$ cat src/rtl/stark_pkg.sv
// rtl/stark_pkg.sv - shared value/tag types and the reservation-station entry layout
package cpu_types_pkg;
  typedef logic [31:0] value_t;
  typedef logic [5:0]  pregno_t;
endpackage

package Stark_pkg;
  // arg[0] is argA ... arg[3] is argD
  typedef struct packed {
    logic [7:0]                  op;
    cpu_types_pkg::pregno_t      dst;
    cpu_types_pkg::value_t [3:0] arg;
  } reservation_station_entry_t;
endpackage

$ cat src/rtl/stark_mul_rs_if.sv
// rtl/stark_mul_rs_if.sv - dispatch, wakeup and issue signals of the multiplier reservation station
interface stark_mul_rs_if #(
  parameter int WID = $bits(cpu_types_pkg::value_t)
);
  localparam int PW = $bits(cpu_types_pkg::pregno_t);

  logic                                   disp_v_i;
  logic                                   disp_rdy_o;
  Stark_pkg::reservation_station_entry_t  disp_rse_i;
  logic [3:0]                             disp_av_i;
  logic [4*PW-1:0]                        disp_tag_i;
  logic [1:0]                             wk_v_i;
  logic [2*PW-1:0]                        wk_tag_i;
  logic [2*WID-1:0]                       wk_val_i;
  logic                                   wb_stall_i;
  Stark_pkg::reservation_station_entry_t  rse_o;
  logic                                   iss_v_o;

  modport master (
    output disp_v_i, disp_rse_i, disp_av_i, disp_tag_i, wk_v_i, wk_tag_i, wk_val_i, wb_stall_i,
    input  disp_rdy_o, rse_o, iss_v_o
  );

  modport slave (
    input  disp_v_i, disp_rse_i, disp_av_i, disp_tag_i, wk_v_i, wk_tag_i, wk_val_i, wb_stall_i,
    output disp_rdy_o, rse_o, iss_v_o
  );
endinterface

$ cat src/rtl/stark_mul_rs.sv
// rtl/stark_mul_rs.sv - multiplier reservation station with age-matrix oldest-ready issue
// Optional STARK_MULRS_BYPASS_EN: wakeup forwards straight into the select/issue path.
module stark_mul_rs #(
  parameter int NENT = 4,
  parameter int WID  = $bits(cpu_types_pkg::value_t)
) (
  input  logic                  clk,
  input  logic                  rst,
  input  logic                  flush_i,
  stark_mul_rs_if.slave         bus,
  output logic [$clog2(NENT):0] count_o,
  output logic [1:0]            inflight_o
);
  typedef Stark_pkg::reservation_station_entry_t rse_t;
  typedef cpu_types_pkg::value_t value_t;
  localparam int PW = $bits(cpu_types_pkg::pregno_t);
  localparam int IW = $clog2(NENT);
  localparam int CW = IW + 1;
  typedef logic [3:0][PW-1:0] tags_t;
  typedef struct packed {
    rse_t       e;
    logic [3:0] a;
  } woke_t;

  rse_t            ent_q [NENT];
  logic [3:0]      av_q  [NENT];
  tags_t           tag_q [NENT];
  logic [NENT-1:0] age_q [NENT];
  logic [NENT-1:0] vld_q;
  logic [CW-1:0]   count_q;
  logic [2:0]      sr_q;
  logic            iss_v_q;
  rse_t            rse_q;

  woke_t           woke [NENT];
  woke_t           disp_woke;
  rse_t            cand [NENT];
  logic [NENT-1:0] rdy;
  logic            sel_found;
  logic [IW-1:0]   sel_idx;
  logic [IW-1:0]   free_idx;
  logic            do_iss;
  logic            do_disp;

  // Bus 0 is checked first so it wins when both buses carry the operand's tag.
  function automatic woke_t wake(rse_t e, logic [3:0] a, tags_t t, logic [1:0] wv,
                                 logic [2*PW-1:0] wt, logic [2*WID-1:0] wval);
    woke_t r;
    r.e = e;
    r.a = a;
    for (int k = 0; k < 4; k++) begin
      if (!a[k]) begin
        if (wv[0] && (wt[PW-1:0] == t[k])) begin
          r.e.arg[k] = value_t'(wval[WID-1:0]);
          r.a[k]     = 1'b1;
        end else if (wv[1] && (wt[2*PW-1:PW] == t[k])) begin
          r.e.arg[k] = value_t'(wval[2*WID-1:WID]);
          r.a[k]     = 1'b1;
        end
      end
    end
    return r;
  endfunction

  always_comb begin
    rdy       = '0;
    disp_woke = wake(bus.disp_rse_i, bus.disp_av_i, tags_t'(bus.disp_tag_i),
                     bus.wk_v_i, bus.wk_tag_i, bus.wk_val_i);
    for (int i = 0; i < NENT; i++) begin
      woke[i] = wake(ent_q[i], av_q[i], tag_q[i], bus.wk_v_i, bus.wk_tag_i, bus.wk_val_i);
`ifdef STARK_MULRS_BYPASS_EN
      rdy[i]  = vld_q[i] & (&woke[i].a);
      cand[i] = woke[i].e;
`else
      rdy[i]  = vld_q[i] & (&av_q[i]);
      cand[i] = ent_q[i];
`endif
    end
  end

  // age_q[i][j] set means entry j is older than entry i.
  always_comb begin
    sel_found = 1'b0;
    sel_idx   = '0;
    free_idx  = '0;
    for (int i = 0; i < NENT; i++) begin
      if (rdy[i] && !sel_found && ((rdy & age_q[i]) == '0)) begin
        sel_found = 1'b1;
        sel_idx   = IW'(i);
      end
    end
    for (int i = NENT - 1; i >= 0; i--) begin
      if (!vld_q[i]) free_idx = IW'(i);
    end
  end

  assign bus.disp_rdy_o = (count_q < CW'(NENT));
  assign do_iss         = sel_found & ~bus.wb_stall_i & ~flush_i;
  assign do_disp        = bus.disp_v_i & bus.disp_rdy_o & ~flush_i;

  always_ff @(posedge clk) begin
    if (rst) begin
      vld_q   <= '0;
      count_q <= '0;
      sr_q    <= '0;
      iss_v_q <= 1'b0;
      rse_q   <= '0;
      for (int i = 0; i < NENT; i++) age_q[i] <= '0;
    end else begin
      sr_q    <= {sr_q[1:0], iss_v_q};
      iss_v_q <= do_iss;
      if (do_iss) rse_q <= cand[sel_idx];
      for (int i = 0; i < NENT; i++) begin
        ent_q[i] <= woke[i].e;
        av_q[i]  <= woke[i].a;
      end
      if (flush_i) begin
        vld_q   <= '0;
        count_q <= '0;
        for (int i = 0; i < NENT; i++) age_q[i] <= '0;
      end else begin
        if (do_iss) vld_q[sel_idx] <= 1'b0;
        if (do_disp) begin
          vld_q[free_idx] <= 1'b1;
          ent_q[free_idx] <= disp_woke.e;
          av_q[free_idx]  <= disp_woke.a;
          tag_q[free_idx] <= tags_t'(bus.disp_tag_i);
          for (int j = 0; j < NENT; j++) age_q[j][free_idx] <= 1'b0;
          age_q[free_idx] <= vld_q;
        end
        count_q <= count_q + CW'(do_disp) - CW'(do_iss);
      end
    end
  end

  assign bus.rse_o   = rse_q;
  assign bus.iss_v_o = iss_v_q;
  assign count_o     = count_q;
  assign inflight_o  = 2'(sr_q[0]) + 2'(sr_q[1]) + 2'(sr_q[2]);
endmodule

$ cat src/flat_wrapper.sv
// flat-port wrapper written by rule: the top's interface ports become plain ports
module stark_mul_rs_flat 
#(
  parameter int NENT = 4,
  parameter int WID  = $bits(cpu_types_pkg::value_t)
)
  (clk, rst, flush_i, count_o, inflight_o, bus_disp_v_i, bus_disp_rse_i, bus_disp_av_i, bus_disp_tag_i, bus_wk_v_i, bus_wk_tag_i, bus_wk_val_i, bus_wb_stall_i, bus_disp_rdy_o, bus_rse_o, bus_iss_v_o);
  stark_mul_rs_if #(.WID(WID)) bus_i ();
  input  logic clk;
  input  logic rst;
  input  logic flush_i;
  output logic [$clog2(NENT):0] count_o;
  output logic [1:0] inflight_o;
  input wire logic [$bits(bus_i.disp_v_i)-1:0] bus_disp_v_i;
  input wire logic [$bits(bus_i.disp_rse_i)-1:0] bus_disp_rse_i;
  input wire logic [$bits(bus_i.disp_av_i)-1:0] bus_disp_av_i;
  input wire logic [$bits(bus_i.disp_tag_i)-1:0] bus_disp_tag_i;
  input wire logic [$bits(bus_i.wk_v_i)-1:0] bus_wk_v_i;
  input wire logic [$bits(bus_i.wk_tag_i)-1:0] bus_wk_tag_i;
  input wire logic [$bits(bus_i.wk_val_i)-1:0] bus_wk_val_i;
  input wire logic [$bits(bus_i.wb_stall_i)-1:0] bus_wb_stall_i;
  output wire logic [$bits(bus_i.disp_rdy_o)-1:0] bus_disp_rdy_o;
  output wire logic [$bits(bus_i.rse_o)-1:0] bus_rse_o;
  output wire logic [$bits(bus_i.iss_v_o)-1:0] bus_iss_v_o;
  assign bus_i.disp_v_i = bus_disp_v_i;
  assign bus_i.disp_rse_i = bus_disp_rse_i;
  assign bus_i.disp_av_i = bus_disp_av_i;
  assign bus_i.disp_tag_i = bus_disp_tag_i;
  assign bus_i.wk_v_i = bus_wk_v_i;
  assign bus_i.wk_tag_i = bus_wk_tag_i;
  assign bus_i.wk_val_i = bus_wk_val_i;
  assign bus_i.wb_stall_i = bus_wb_stall_i;
  assign bus_disp_rdy_o = bus_i.disp_rdy_o;
  assign bus_rse_o = bus_i.rse_o;
  assign bus_iss_v_o = bus_i.iss_v_o;
  stark_mul_rs #(.NENT(NENT), .WID(WID)) u_core (.clk(clk), .rst(rst), .flush_i(flush_i), .bus(bus_i), .count_o(count_o), .inflight_o(inflight_o));
endmodule
$ cat config.mk
export PLATFORM = sky130hd
export DESIGN_NAME = stark_mul_rs_flat
export DESIGN_NICKNAME = d
export VERILOG_FILES = /design/src/rtl/stark_pkg.sv /design/src/rtl/stark_mul_rs_if.sv /design/src/rtl/stark_mul_rs.sv /design/src/flat_wrapper.sv
export SDC_FILE = /design/constraint.sdc
export NUM_CORES = 2
export LEC_CHECK = 0
export CAP_MARGIN = 20
export CELL_PAD_IN_SITES_DETAIL_PLACEMENT = 1
export CELL_PAD_IN_SITES_GLOBAL_PLACEMENT = 2
export CORE_ASPECT_RATIO = 0.9
export CORE_UTILIZATION = 39
export CTS_BUF_LIST = sky130_fd_sc_hd__clkbuf_2
export CTS_CLUSTER_DIAMETER = 40
export CTS_CLUSTER_SIZE = 28
export DETAILED_ROUTE_END_ITERATION = 10
export DONT_BUFFER_PORTS = 1
export GPL_TIMING_DRIVEN = 0
export HOLD_SLACK_MARGIN = 0.12
export PLACE_DENSITY_LB_ADDON = 0.1
export REMOVE_ABC_BUFFERS = 1
export SETUP_SLACK_MARGIN = 0.02
export SLEW_MARGIN = 20
export SYNTH_ARGS = -nofsm -noshare
export SYNTH_HDL_FRONTEND = slang
export SYNTH_SLANG_ARGS = --single-unit
$ cat constraint.sdc
create_clock -name clk -period 5.9 [get_ports clk]
set_input_delay 1.18 -clock clk [delete_from_list [all_inputs] [get_ports clk]]
set_output_delay 1.18 -clock clk [all_outputs]
set_load 0.02 [all_outputs]
==> results_dict.tcl <==
set metrics [dict create \
    cap_viol_max_count 0 \
    grt_max_degree 82 \
    final_area_um2 59300 \
    synth-main-ff-cell "edfxtp_1" \
    finalMaxSlewViolations 0 \
    fin_crit_sh_pct 89.5 \
    placed_cell_area_um2 51700 \
    layout.nets 5434 \
    fill_cells 13000 \
    grt.met1_usage_pct 46.8 \
    synth-seq-cells 849 \
    drtPass1Iterations 6 \
    fmaxAchievable_ghz 0.189 \
    initialDrtViolationCount 4796 \
    ys_seq_area_share_pct 51.0 \
    coreArea_um2 119000 \
    power.density_nw_per_um2 219 \
    power_mw 13.0 \
    synth_fa_ha_area_share_pct 0.138 \
    ios 402 \
    synth_top_family_by_area "compound AO/OA/AOI/OAI gates" \
    rsz0062_at_grt "false" \
    syn_area_per_cell_um2 9.97 \
    die_h_um 331 \
    grtUsageMet3_pct 8.31 \
    fin_skew_ps 122 \
    post-cts-setup-buffers 0 \
    synthCells 4713 \
    yosysWarnings 0 \
    cts_tree "yes" \
    drc 0 \
    area_growth_pct 26.2 \
    gp_congestion 0.789 \
    clk_latency_ps 1700 \
    syn_area_um2 47000 \
    required_ps 7380 \
    htree_num_levels 4 \
    synth_compound_area_share_pct 19.2 \
    fp.dieW_um 368 \
    synth_edf_count 696 \
    synthArstFlopShare_pct 0 \
    multi_input_area_um2 21100 \
    status "finished clean" \
    grt_pass1_vias 43700 \
    globalRoute.totalOverflow 0 \
    hold_violations 0 \
    dp_hpwl_um 144000 \
    antenna_left 0 \
    portBuffers 0 \
    min_period_ps 5280 \
    grt_busiest_layer "met2" \
    end_kind "flop" \
    peakVddDrop_uv 204 \
    dieArea_um2 122000 \
    final.setup.tns_ps 0 \
    synthMuxAreaShare_pct 9.20 \
    path_clk_slew_ps 170 \
    vias 43000 \
    use_met2_pct 57.8 \
    initial_utilization_pct 39.4 \
    min_path_type "in -> reg" \
    grt_usage_pct 35.8 \
    worstSetupStartpointType "input port" \
    root_buffer "clkbuf_2" \
    setup_viol 0 \
    cts_resized 0 \
    crit_type "in -> reg" \
    drive_gt1_share_pct 19.8 \
    grt_antenna_before_repair 28 \
    p_leak_nw 20.2 \
    synthSimpleGateAreaFrac_pct 10.8 \
    arrival_ps 6760 \
    worstMarginPinSlew_ps 1220 \
    wl_um 222000 \
    maxSlewHeadroom_pct 18.9 \
    critPathMaxFanout 13 \
    synth_cell_types 49 \
    clock_path_buffers 3 \
    cts_num_sinks 849 \
    final_util_pct 49.7 \
    num_rows 120 \
    grt_pass1_wl_um 318000 \
    r2r_slack_ps 960 \
    avgRoutedWirePerCell_um 32.1 \
    numCtsBuffers 161 \
    synth_xor_area_share_pct 4.51 \
    seqCellArea_um2 24000 \
    viasPerCell 6.22 \
]
==> through the flow <==
stage	setup slack (ps)	hold WS, ps	std cells
CTS	969	121	6898
global route	548	159	6911
floorplan	-6600	465	4180
detailed placement	191	486	6079
finish	617	267	6916
global placement	-26930	474	5766
==> final cells by class <==
| type | count | share of cell area (%) |
|---|---|---|
| sequential | 849 | 40.4 |
| clock inverter | 104 | 2.07 |
| timing repair buffer | 834 | 16.5 |
| multi-input combinational | 3284 | 35.6 |
| antenna | 18 | 0.0760 |
| clock buffer | 194 | 1.64 |
| tap | 1586 | 3.35 |
| inverter | 47 | 0.323 |
==> critical path, cell delays in order <==
cell and delay (ps):
dlygate4sd3_1 1260, xnor2_1 230, nand4_1 130, dlygate4sd3_1 650
nor4_2 480, buf_2 320, buf_2 250, buf_2 250
buf_2 250, buf_2 270, nor2_1 70, a211oi_1 230
dlygate4sd3_1 580, a21oi_1 50, dlygate4sd3_1 560
==> kinds of logic (layout without fill, tap and decap cells) <==
group | Yosys count | count (layout)
muxes | 384 | 384
adders and majority gates | 4 | 4
xor gates and xnor gates | 242 | 242
DFF | 849 | 849
other | 1 | 21
buffers and inverters | 582 | 1179
and+or+nand+nor | 1132 | 1132
AOI/OAI and AO/OA | 1519 | 1519
==> power by group <==
part / switching (mW) / total (mW) / internal [mW]
Sequential: 0.0325 / 6.59 / 6.56
Combinational: 0.856 / 1.51 / 0.652
Clock: 2.77 / 4.88 / 2.11
==> sequential cells by signal (all words and copies together), names as in the netlist, 3 cells and up <==
register and flops:
u_core.ent_q 568, u_core.bus.rse_o 142, u_core.tag_q 96, u_core.age_q 16, u_core.av_q 16, u_core.vld_q 4
u_core.count_o 3, u_core.sr_q 3
==> layout by cell type, fill, tap and decap left out, types with 42 or more instances in the layout <==
cell,n
edfxtp_1,696
nand2_1,545
dlygate4sd3_1,514
o21ai_0,413
mux2_2,384
a21oi_1,286
a31oi_1,270
clkbuf_2,194
nand3_1,160
dfxtp_1,153
nor2_1,150
o2bb2ai_1,142
xnor2_1,134
nor3_1,132
o22ai_1,128
a211oi_1,128
o21ai_1,115
xor2_1,108
buf_4,78
buf_16,75
buf_6,62
buf_2,47
inv_1,43
nand4_1,42
==> metal layers <==
layer	vias up	part of all wire, %
li1	18600	-
met1	21900	41
met2	2028	47
met3	464	9.1
met4	26	3.3
met5	-	0.078
==> Yosys cell counts (all sizes together) (2+ instances only) <==
cell	n	area, um2
mux2	384	4320
nor4	50	418
o22ai	128	801
o21a	5	37.5
o22a	2	17.5
a31oi	270	1690
nor3	132	661
xnor2	134	1170
edfxtp	696	20900
a21oi	298	1490
nor2	156	586
fa	2	40.0
a22oi	4	30.0
nor3b	3	27.5
and2	11	68.8
nand3b	2	15.0
and3	4	30.0
or4	5	37.5
dfxtp	153	3060
o21bai	8	60.1
o21ai	528	2640
inv	47	176
nand3	166	831
nand2	545	2050
xor2	108	946
nand4	42	263
nand2b	3	18.8
o2bb2ai	142	1240
clkbuf	403	1510
nand4b	2	17.5
or2	6	37.5
ha	2	25.0
buf	132	707
a211oi	131	983
nor2b	4	25.0
==> path summary, 6_finish.rpt <==
kind | start | end | depth (start not counted)
hold reg to reg | u_core.ent_q[3][127]$_DFFE_PP_ | u_core.bus.rse_o[127]$_SDFFE_PP0N_ | 2
setup reg to reg | u_core.count_o[2]$_SDFF_PP0_ | u_core.ent_q[3][92]$_DFFE_PP_ | 12
setup / recovery | bus_wk_tag_i[0] | u_core.ent_q[3][58]$_DFFE_PP_ | 15
hold / removal | bus_wk_tag_i[2] | u_core.ent_q[0][53]$_DFFE_PP_ | 5
==> what timing repair did <==
item,4_1_cts,5_1_grt
setup endpoints to repair,0,0
hold endpoints to repair,1370,0
hold buffers,521,0
(Power assumes the default switching activity.)
